## config.mk

```make
export PLATFORM = sky130hd
export DESIGN_NAME = ram_port_arbiter
export DESIGN_NICKNAME = d
export VERILOG_FILES = /design/src/rtl/ram_arb_pkg.sv /design/src/rtl/ram_port_arbiter_rr_picker.sv /design/src/rtl/ram_port_arbiter.sv
export SDC_FILE = /design/constraint.sdc
export NUM_CORES = 1
export LEC_CHECK = 0
export ABC_AREA = 1
export BUFFER_PORTS_ARGS = -buffer_cell sky130_fd_sc_hd__buf_2
export CAP_MARGIN = 15
export CORE_MARGIN = 2
export CORE_UTILIZATION = 44
export CTS_CLUSTER_DIAMETER = 30
export DETAILED_ROUTE_END_ITERATION = 10
export PLACE_DENSITY = 0.78
export SLEW_MARGIN = 20
export SYNTH_ARGS = -nofsm -noshare
export SYNTH_HDL_FRONTEND = slang
export SYNTH_SLANG_ARGS = --single-unit
```

## constraint.sdc

```tcl
create_clock -name clk -period 3.7 [get_ports clk]
set_clock_uncertainty 0.05 [all_clocks]
set_input_delay 0.555 -clock clk [delete_from_list [all_inputs] [get_ports clk]]
set_output_delay 0.555 -clock clk [all_outputs]
set_load 0.005 [all_outputs]
```

## src/rtl/ram_arb_pkg.sv

```systemverilog
// Shared types and default widths for the RAM port arbiter, SD controller and CPU bus.
package ram_arb_pkg;

  localparam int RAM_ARB_NUM_PORTS = 3;
  localparam int RAM_ARB_ADDR_W    = 32;
  localparam int RAM_ARB_DATA_W    = 32;
  localparam int RAM_ARB_MAX_PORTS = 8;
  localparam int PORT_IDX_W        = $clog2(RAM_ARB_MAX_PORTS);

  typedef logic [PORT_IDX_W-1:0] port_idx_t;

  typedef enum logic [1:0] {
    IDLE = 2'd0,
    BUSY = 2'd1,
    RESP = 2'd2
  } arb_state_e;

endpackage

```

## src/rtl/ram_port_arbiter_rr_picker.sv

```systemverilog
// Combinational round-robin picker: the first asserted request after the pointer wins.
module rr_picker
  import ram_arb_pkg::*;
#(
  parameter int NUM_PORTS = RAM_ARB_NUM_PORTS
) (
  input  logic [NUM_PORTS-1:0] i_req,
  input  port_idx_t            i_ptr,
  output logic                 o_valid,
  output port_idx_t            o_winner
);

  // NOTE: every output of a combinational block gets a default first, so no path can infer a latch.
  always_comb begin
    int idx;
    idx      = 0;
    o_valid  = 1'b0;
    o_winner = '0;
    // Walk from the farthest candidate to the nearest so the nearest asserted request overwrites.
    for (int k = NUM_PORTS; k >= 1; k--) begin
      idx = (int'(i_ptr) + k) % NUM_PORTS;
      if (|(i_req & (NUM_PORTS'(1) << idx))) begin
        o_valid  = 1'b1;
        o_winner = port_idx_t'(idx);
      end
    end
  end

endmodule

```

## src/rtl/ram_port_arbiter.sv

```systemverilog
// Round-robin arbiter sharing one RAM port among NUM_PORTS clients, one transaction in flight.
// Optional burst lock for SD block DMA is enabled by defining RAM_PORT_ARB_LOCK_EN.
module ram_port_arbiter
  import ram_arb_pkg::*;
#(
  parameter int NUM_PORTS = RAM_ARB_NUM_PORTS,
  parameter int ADDR_W    = RAM_ARB_ADDR_W,
  parameter int DATA_W    = RAM_ARB_DATA_W
) (
  input  logic                             clk,
  input  logic                             reset,
  input  logic [NUM_PORTS-1:0]             cl_req,
  input  logic [NUM_PORTS-1:0]             cl_we,
  input  logic [NUM_PORTS-1:0][ADDR_W-1:0] cl_addr,
  input  logic [NUM_PORTS-1:0][DATA_W-1:0] cl_wdata,
  input  logic [NUM_PORTS-1:0]             cl_lock,
  output logic [NUM_PORTS-1:0]             cl_ack,
  output logic [DATA_W-1:0]                cl_rdata,
  output logic                             mem_req,
  output logic                             mem_we,
  output logic [ADDR_W-1:0]                mem_addr,
  output logic [DATA_W-1:0]                mem_wdata,
  input  logic                             mem_ack,
  input  logic [DATA_W-1:0]                mem_rdata
);

  localparam int IDX_W = $clog2(NUM_PORTS);

  arb_state_e r_state, w_state_next;
  port_idx_t  r_grant, w_grant_next;
  port_idx_t  r_rr, w_rr_next;
  logic       r_locked, w_locked_next;

  logic                 w_mem_req_next, w_mem_we_next;
  logic [ADDR_W-1:0]    w_mem_addr_next;
  logic [DATA_W-1:0]    w_mem_wdata_next, w_cl_rdata_next;
  logic [NUM_PORTS-1:0] w_cl_ack_next;

  logic             w_pick_valid;
  port_idx_t        w_pick;
  port_idx_t        w_sel;
  logic [IDX_W-1:0] w_gidx, w_sel_idx;
  logic             w_use_lock, w_lock_beat;

  rr_picker #(
    .NUM_PORTS (NUM_PORTS)
  ) u_rr_picker (
    .i_req    (cl_req),
    .i_ptr    (r_rr),
    .o_valid  (w_pick_valid),
    .o_winner (w_pick)
  );

  assign w_gidx = r_grant[IDX_W-1:0];

`ifdef RAM_PORT_ARB_LOCK_EN
  // A locked port keeps the grant only while it still requests.
  assign w_use_lock  = r_locked & cl_req[w_gidx];
  assign w_lock_beat = cl_lock[w_gidx];
`else
  logic w_unused_lock;
  assign w_unused_lock = ^cl_lock;
  assign w_use_lock    = 1'b0;
  assign w_lock_beat   = 1'b0;
`endif

  assign w_sel     = w_use_lock ? r_grant : w_pick;
  assign w_sel_idx = w_sel[IDX_W-1:0];

  always_comb begin
    w_state_next     = r_state;
    w_grant_next     = r_grant;
    w_rr_next        = r_rr;
    w_locked_next    = r_locked;
    w_mem_req_next   = mem_req;
    w_mem_we_next    = mem_we;
    w_mem_addr_next  = mem_addr;
    w_mem_wdata_next = mem_wdata;
    w_cl_rdata_next  = cl_rdata;
    w_cl_ack_next    = '0;
    unique case (r_state)
      IDLE: begin
        w_mem_req_next = 1'b0;
        if (w_use_lock || w_pick_valid) begin
          w_mem_req_next   = 1'b1;
          w_mem_we_next    = cl_we[w_sel_idx];
          w_mem_addr_next  = cl_addr[w_sel_idx];
          w_mem_wdata_next = cl_wdata[w_sel_idx];
          w_grant_next     = w_sel;
          w_locked_next    = 1'b0;
          w_state_next     = BUSY;
        end
      end
      BUSY: begin
        if (mem_ack) begin
          w_mem_req_next = 1'b0;
          if (!mem_we) w_cl_rdata_next = mem_rdata;
          w_cl_ack_next = NUM_PORTS'(1) << r_grant;
          // Locked beats leave the pointer where it was so the burst does not steal a turn.
          if (w_lock_beat) w_locked_next = 1'b1;
          else             w_rr_next     = r_grant;
          w_state_next = RESP;
        end
      end
      RESP:    w_state_next = IDLE;
      default: w_state_next = IDLE;
    endcase
  end

  // NOTE: sequential state uses non-blocking assignments so every register samples pre-edge values.
  always_ff @(posedge clk) begin
    if (reset) begin
      r_state   <= IDLE;
      r_grant   <= '0;
      r_rr      <= port_idx_t'(NUM_PORTS - 1);
      r_locked  <= 1'b0;
      mem_req   <= 1'b0;
      mem_we    <= 1'b0;
      mem_addr  <= '0;
      mem_wdata <= '0;
      cl_ack    <= '0;
      cl_rdata  <= '0;
    end else begin
      r_state   <= w_state_next;
      r_grant   <= w_grant_next;
      r_rr      <= w_rr_next;
      r_locked  <= w_locked_next;
      mem_req   <= w_mem_req_next;
      mem_we    <= w_mem_we_next;
      mem_addr  <= w_mem_addr_next;
      mem_wdata <= w_mem_wdata_next;
      cl_ack    <= w_cl_ack_next;
      cl_rdata  <= w_cl_rdata_next;
    end
  end

endmodule

```

# Yosys cells after proc, flatten, opt, wreduce, memory -nomap -nowiden
# Index checks and enable logic that the tools add are counted.
[op_classes]
addsub = 3
n_mul = 0
div_mod_pow = 3
magnitude_cmp = 1
n_eq_ne = 3
shift = 4
muxes = 18
bitwise_logic = 6
reduce_logical = 11
[op_table]
columns = ["op", "count"]
rows = [
  ["$bmux W32 S2", 2],
  ["$mod A32 B3 Y32 const B", 3],
  ["$shl A1 B32 Y3 const A", 3],
  ["$mux W32", 2],
  ["$reduce_or A3 Y1", 4],
  ["$and A3 B3 Y3", 3],
  ["$mux W3", 3],
  ["$add A3 B2 Y4 const B", 2],
  ["$reduce_and A2 Y1", 4],
  ["$mux W1", 6],
  ["$add A3 B1 Y4 const B", 1],
  ["$mux W2", 2],
  ["$pmux W2 S2", 1],
  ["$lt A2 B3 Y1 const B", 1],
  ["$not A1 Y1", 3],
  ["$reduce_and A3 Y1", 1],
  ["$shl A1 B3 Y3 const A", 1],
  ["$bmux W1 S2", 1],
  ["$eq A2 B1 Y1 const B", 1],
  ["$logic_not A2 Y1", 1],
  ["$ne A2 B1 Y1 const B", 1],
  ["$ne A2 B2 Y1 const B", 1],
  ["$pmux W1 S2", 1],
  ["$reduce_bool A2 Y1", 1],
]
[word_totals]
ff_bits = 109
latchBits = 0
ram_bits = 0
mem_bits_ro = 0
inputBits = 236
output_inout_bits = 101
word_cells = 58
memories = 0

# Longest topological paths before layout
[depth]
word_depth = 10
ltp_mapped = 32
ltp_nobuf = 29

# Hierarchy
# Synthesis repeated with hierarchy kept, for this count alone.
[unflattened]
hier_cells = 1029
area_unflattened_um2 = 6757.7
[by_module_without_submodules]
columns = ["module", "instances", "cells_per_inst", "area_each_um2", "seq_area_each_um2"]
rows = [
  ["ram_port_arbiter", 1, 774, 5337.6, 2182.1],
  ["rr_picker", 1, 255, 1420.1, 0.0],
]

# Least setup slack after synthesis
# OpenSTA, ideal clock, no wires.
[synth_path]
kind = "reg-to-reg"
from = "register r_rr[0]"
to = "register mem_addr[19]"
setup_ps = 132
arrival_ps = 3566
required_time_ps = 3518
path_slack_ps = -49
path_stages_with_launch = 30
n_path_buf = 3
period_less_slack_ps = 3749
cell_sequence = "dfxtp_1 > buf_4 > inv_2 > ha_1 > inv_1 > nand2_1 > nand2_2 > nor2_2 > ha_1 > nand3_4 > nand3_4 > nand2_1 > and2_1 > ha_1 > inv_1 > nand3_2 > nor2_4 > nand3_1 > nand2_1 > nand3_1 > nand2_1 > nand2_1 > nor2_2 > nand3_1 > nand2_2 > buf_2 > buf_4 > nand3_1 > nand3_1 > a21oi_1"
[synth_via]
elab_chain_cells = 10
elab_cells_between_ends = 24
classes_between = "add/sub (3); div (3); shift (3); mux (8); bitwise (3); reduce/logical (4)"
[synth_rtl]
columns = ["item", "line_no", "text"]
rows = [
  ["start: declaration", "ram_port_arbiter.sv:31", "port_idx_t r_rr, w_rr_next;"],
  ["start signal: assignment", "ram_port_arbiter.sv:115", "r_rr <= port_idx_t'(NUM_PORTS - 1);"],
  ["start signal: assignment", "ram_port_arbiter.sv:126", "r_rr <= w_rr_next;"],
  ["$add A3 B2 Y4", "ram_port_arbiter_rr_picker.sv:21", "idx = (int'(i_ptr) + k) % NUM_PORTS;"],
  ["$mod A32 B3 Y32", "ram_port_arbiter_rr_picker.sv:21", ""],
  ["$shl A1 B32 Y3", "ram_port_arbiter_rr_picker.sv:22", "if (|(i_req & (NUM_PORTS'(1) << idx))) begin"],
  ["$and A3 B3 Y3", "ram_port_arbiter_rr_picker.sv:22", ""],
  ["$reduce_or A3 Y1", "ram_port_arbiter_rr_picker.sv:22", ""],
  ["$mux W3 (3 in series)", "ram_port_arbiter_rr_picker.sv:22", ""],
  ["$bmux W32 S2", "ram_port_arbiter.sv:87", "w_mem_addr_next = cl_addr[w_sel_idx];"],
  ["$mux W32 (implied by the code)", "ram_port_arbiter.sv:87", ""],
  ["end signal: assignment", "ram_port_arbiter.sv:130", "mem_addr <= w_mem_addr_next;"],
  ["end: declaration", "ram_port_arbiter.sv:21", "output logic [ADDR_W-1:0] mem_addr,"],
]
# Parallel ways exist; a longest one is shown, timed or not. The select of a mux whose other input is x is not followed.
# A chain may end at the register's enable or synchronous reset.

# Final worst setup path
[layout_path]
from = "register r_rr[1]"
to = "register mem_wdata[15]"
[layout_via]
elab_chain_cells = 10
elab_cells_between_ends = 24
classes_between = "add/sub (3); div (3); shift (3); mux (8); bitwise (3); reduce/logical (4)"
[layout_rtl]
columns = ["item", "line_no", "text"]
rows = [
  ["$add A3 B2 Y4", "ram_port_arbiter_rr_picker.sv:21", ""],
  ["$mod A32 B3 Y32", "ram_port_arbiter_rr_picker.sv:21", ""],
  ["$shl A1 B32 Y3", "ram_port_arbiter_rr_picker.sv:22", ""],
  ["$and A3 B3 Y3", "ram_port_arbiter_rr_picker.sv:22", ""],
  ["$reduce_or A3 Y1", "ram_port_arbiter_rr_picker.sv:22", ""],
  ["$mux W3 (3 in series)", "ram_port_arbiter_rr_picker.sv:22", ""],
  ["$bmux W32 S2", "ram_port_arbiter.sv:88", "w_mem_wdata_next = cl_wdata[w_sel_idx];"],
  ["$mux W32 (implied by the code)", "ram_port_arbiter.sv:88", ""],
  ["end signal: assignment", "ram_port_arbiter.sv:131", "mem_wdata <= w_mem_wdata_next;"],
  ["end: declaration", "ram_port_arbiter.sv:22", "output logic [DATA_W-1:0] mem_wdata,"],
]
# Parallel ways exist; a longest one is shown, timed or not. The select of a mux whose other input is x is not followed.

==> summary.txt <==
Run status
  • Status: finished, violations left
  • Violated checks: setup timing

Clock network
  • Maximum count of clock buffers along a single path: 2
  • Number of H-tree levels: 3
  • CTS buffer count: 9
  • Clock root buffer: sky130_fd_sc_hd__clkbuf_16
  • Clock transition at the registers of the reported paths: 0.09 ns
  • Worst-skew pair later-pin latency: 0.36 ns
  • Number of clock sinks: around 110
  • Hold-fix buffers, CTS: 0
  • TritonCTS clock tree: done

Global route
  • GRT Resource Usage Total: a little over a quarter
  • Number of antenna violations at the first check in global routing: 1
  • Maximum number of pins on one net before global-route repair: 50
  • Vias in the first global route: just over 8000
  • Wire length of the first global-routing pass: between 30000 and 40000 um
  • Total grt overflow: 0

Critical path
  • End of the worst register-to-register path: mem_wdata[15]
  • Kind of end point of the critical path: flop
  • Worst reg-to-reg path cell count: 25
  • Crit path kind: flop to flop
  • Worst EP required: approximately 4.0 ns
  • Arrival time worst endpoint: 3.98 ns
  • Critical Path Source Type: flop
  • Maximum net fanout on the critical path: 9
  • R2R setup slack: -0.03 ns
  • Worst reg2reg path startpoint: r_rr[1]
  • Critical Path Source: r_rr[1]

Timing
  • Slew headroom: between 20% and 30%
  • Tightest hold margin: between 0.3 and 0.4 ns
  • Slack of the critical path: -0.0280 ns
  • RSZ-0062 raised after global routing: yes
  • Endpoints failing hold: 0
  • Count of final setup violators: 9
  • Transition time at the pin with the least slew margin: ~1.1 ns
  • Post-route clock period utilization: 101%
  • Top achievable clock speed: ~270 MHz
  • Min cycle time layout: between 3 and 4 ns
  • Count of pins over their slew limit: 0
  • Accumulated negative setup slack: -0.0874 ns

Yosys
  • Net count after synthesis: roughly 1500
  • Gate Count Post-Synth: around 1300
  • Count of flip-flops with a built-in enable after synthesis: 0
  • Seq cells post-synth: 109
  • Post-Syn Area: between 7000 and 8000 um^2
  • Top-count cell post-synth: sky130_fd_sc_hd__nand2_1
  • Cell taking the most area after synthesis: sky130_fd_sc_hd__dfxtp_1
  • Synthesis warning total: 0
  • Synth cell count leaders: 239 x sky130_fd_sc_hd__nand2_1, 211 x sky130_fd_sc_hd__inv_1, 209 x sky130_fd_sc_hd__nand3_1
  • Average footprint of a synthesized cell: between 6 and 7 um^2
  • Sequential fraction of the synthesis area: 28.1%
  • Main flop type after synthesis: sky130_fd_sc_hd__dfxtp_1
  • Async set or reset register ratio after synthesis: 0%
  • Number of distinct library cell variants in the gate-level netlist after synthesis: 38
  • Cell types with the largest area share after synthesis: sky130_fd_sc_hd__dfxtp_1 28%, sky130_fd_sc_hd__nand3_1 13%, sky130_fd_sc_hd__nand2_1 12%
  • Fraction of synthesized cell area taken by the top area cell type: between 20% and 30%

Placed design
  • Count of port buffers added during placement: between 300 and 400
  • Global placer's final weighted congestion: between 0.9 and 1
  • Area after detailed placement: 9940 um^2
  • Placed wire-length estimate: ~19000 um

Worst hold path
  • Worst hold stages: 3
  • Startpoint of the lowest-slack hold path: mem_rdata[7]
  • Worst-case hold path end point: cl_rdata[7]
  • Kind of path behind the tightest hold check: input port to flop

Detailed routing
  • Vias: ~9600
  • Violation count after the first detailed-routing iteration: between 600 and 700
  • Post-route DRC violation count: 0
  • Total length of routed wires: ~29000 um
  • Post-route antenna net violation count: 0
  • Drt wl/cell: between 15 and 20 um
  • Ratio of routed vias to standard cells: 5.14
  • TritonRoute pass-1 iters: 5

Floorplanning
  • Floorplan core area: ~17000 um^2
  • Standard-cell row count: 48
  • Die outline width: 137 um
  • Starting Density: around 45%
  • Die Footprint: between 15000 and 20000 um^2
  • Height of the die: roughly 140 um
  • I/O pin count: ~340

Layout
  • Post-layout instance area: 11300 um^2
  • Final core utilization: between 60% and 70%
  • Post-synthesis to final-layout area growth: 45.1%
  • Area of the multi-input gates: between 4000 and 5000 um^2
  • Number of fill cells: around 1500
  • Final #Nets: between 1500 and 2000
  • Fraction of layout cells with a size suffix above 1: around 40%
  • FF+latch area: 2190 um^2

Run
  • Maximum capacitance violations: 0
## logic make-up (layout without fill, tap and decap cells)
family / Yosys count / count (layout) / share of synthesized area (%)
other: 0 / 4 / 0
XOR/XNOR: 2 / 2 / 0.226
buffers and inverters: 322 / 701 / 18.1
AND/OR/NAND/NOR: 624 / 624 / 37.3
flip-flops: 109 / 109 / 28.1
AO/OA/AOI/OAI: 178 / 178 / 12.9
adder cells (fa/ha/maj): 21 / 21 / 3.38
## layout make-up
type,instances,area share [%]
multi-input combinational,825,40.6
timing repair buffer,434,25.9
sequential,109,19.4
inverter,249,8.57
tap,225,2.50
clock buffer,9,2.00
clock inverter,7,0.611
timing repair inverter,2,0.289
antenna,4,0.0888
## critical path, stage by stage (launching register included)
cell,delay (ns)
sky130_fd_sc_hd__dfxtp_4,0.36
sky130_fd_sc_hd__ha_2,0.20
sky130_fd_sc_hd__inv_1,0.12
sky130_fd_sc_hd__nand2_4,0.09
sky130_fd_sc_hd__ha_4,0.28
sky130_fd_sc_hd__nand3_4,0.07
sky130_fd_sc_hd__nand3_4,0.11
sky130_fd_sc_hd__nand4_1,0.12
sky130_fd_sc_hd__and2_4,0.18
sky130_fd_sc_hd__ha_4,0.16
sky130_fd_sc_hd__inv_2,0.06
sky130_fd_sc_hd__nand3_4,0.07
sky130_fd_sc_hd__nor2_4,0.23
sky130_fd_sc_hd__nand3_2,0.13
sky130_fd_sc_hd__nand2_2,0.11
sky130_fd_sc_hd__nand3_2,0.08
sky130_fd_sc_hd__nand2_2,0.08
sky130_fd_sc_hd__nand2_2,0.06
sky130_fd_sc_hd__nor2_4,0.12
sky130_fd_sc_hd__nand2_2,0.07
sky130_fd_sc_hd__nand2_4,0.14
sky130_fd_sc_hd__nand2_8,0.17
sky130_fd_sc_hd__clkinv_8,0.17
sky130_fd_sc_hd__clkbuf_16,0.17
sky130_fd_sc_hd__o21ai_1,0.09
sky130_fd_sc_hd__a21oi_2,0.15
## how the worst max path moves through the flow
stage                    endpoint  slack (ns)  depth (start not counted)
global placement     mem_addr[26]       -0.05                         27
floorplan           mem_wdata[23]        0.01                         29
CTS                 mem_wdata[15]        0.02                         27
detailed placement   mem_addr[28]       -0.15                         27
finish              mem_wdata[15]       -0.03                         25
global route         mem_wdata[2]       -0.21                         27
## routing by layer
layer  global-route usage [%]  vias up  share of wire, %
met3                     5.41       77               8.0
met1                     32.0     4307                40
li1                         -     4723                 -
met5                        0        -                 0
met2                     45.7      483                49
met4                     9.62        0               3.3
## state kept, by name, indices dropped and copies added, names as in the netlist
register	count
cl_rdata	32
mem_addr	32
mem_wdata	32
cl_ack	3
r_grant	3
r_rr	3
r_state	2
mem_req	1
mem_we	1
## metrics by stage
step / setup slack (ns) / instances
floorplan: 0.00973 / 1256
global placement: -0.0450 / 1808
detailed placement: -0.146 / 1808
CTS: 0.0163 / 1830
global route: -0.214 / 1861
finish: -0.0280 / 1864
## cell usage in the layout (no fill, tap or decap), drive strengths merged
cell type	n
buf	423
nand2	258
inv	250
nand3	217
dfxtp	109
nor2	109
o21ai	96
a21oi	78
nand4	31
ha	21
clkbuf	20
clkinv	7
diode	4
nor3	3
nand3b	3
xor2	2
and2	2
o211ai	1
a31oi	1
or2	1
o21a	1
a211oi	1
clkinvlp	1
## what timing repair did
item | CTS | global route
pin swaps | 7 | 46
endpoints found under the hold margin | 0 | 0
cloned | 1 | 18
gates resized for setup | 25 | 126
endpoints found under the setup margin | 67 | 70
buffers inserted | 5 | 13
Power is left out: the tool's default activity adds up to more than one toggle a clock period on the data nets, which glitch-free logic cannot reach.
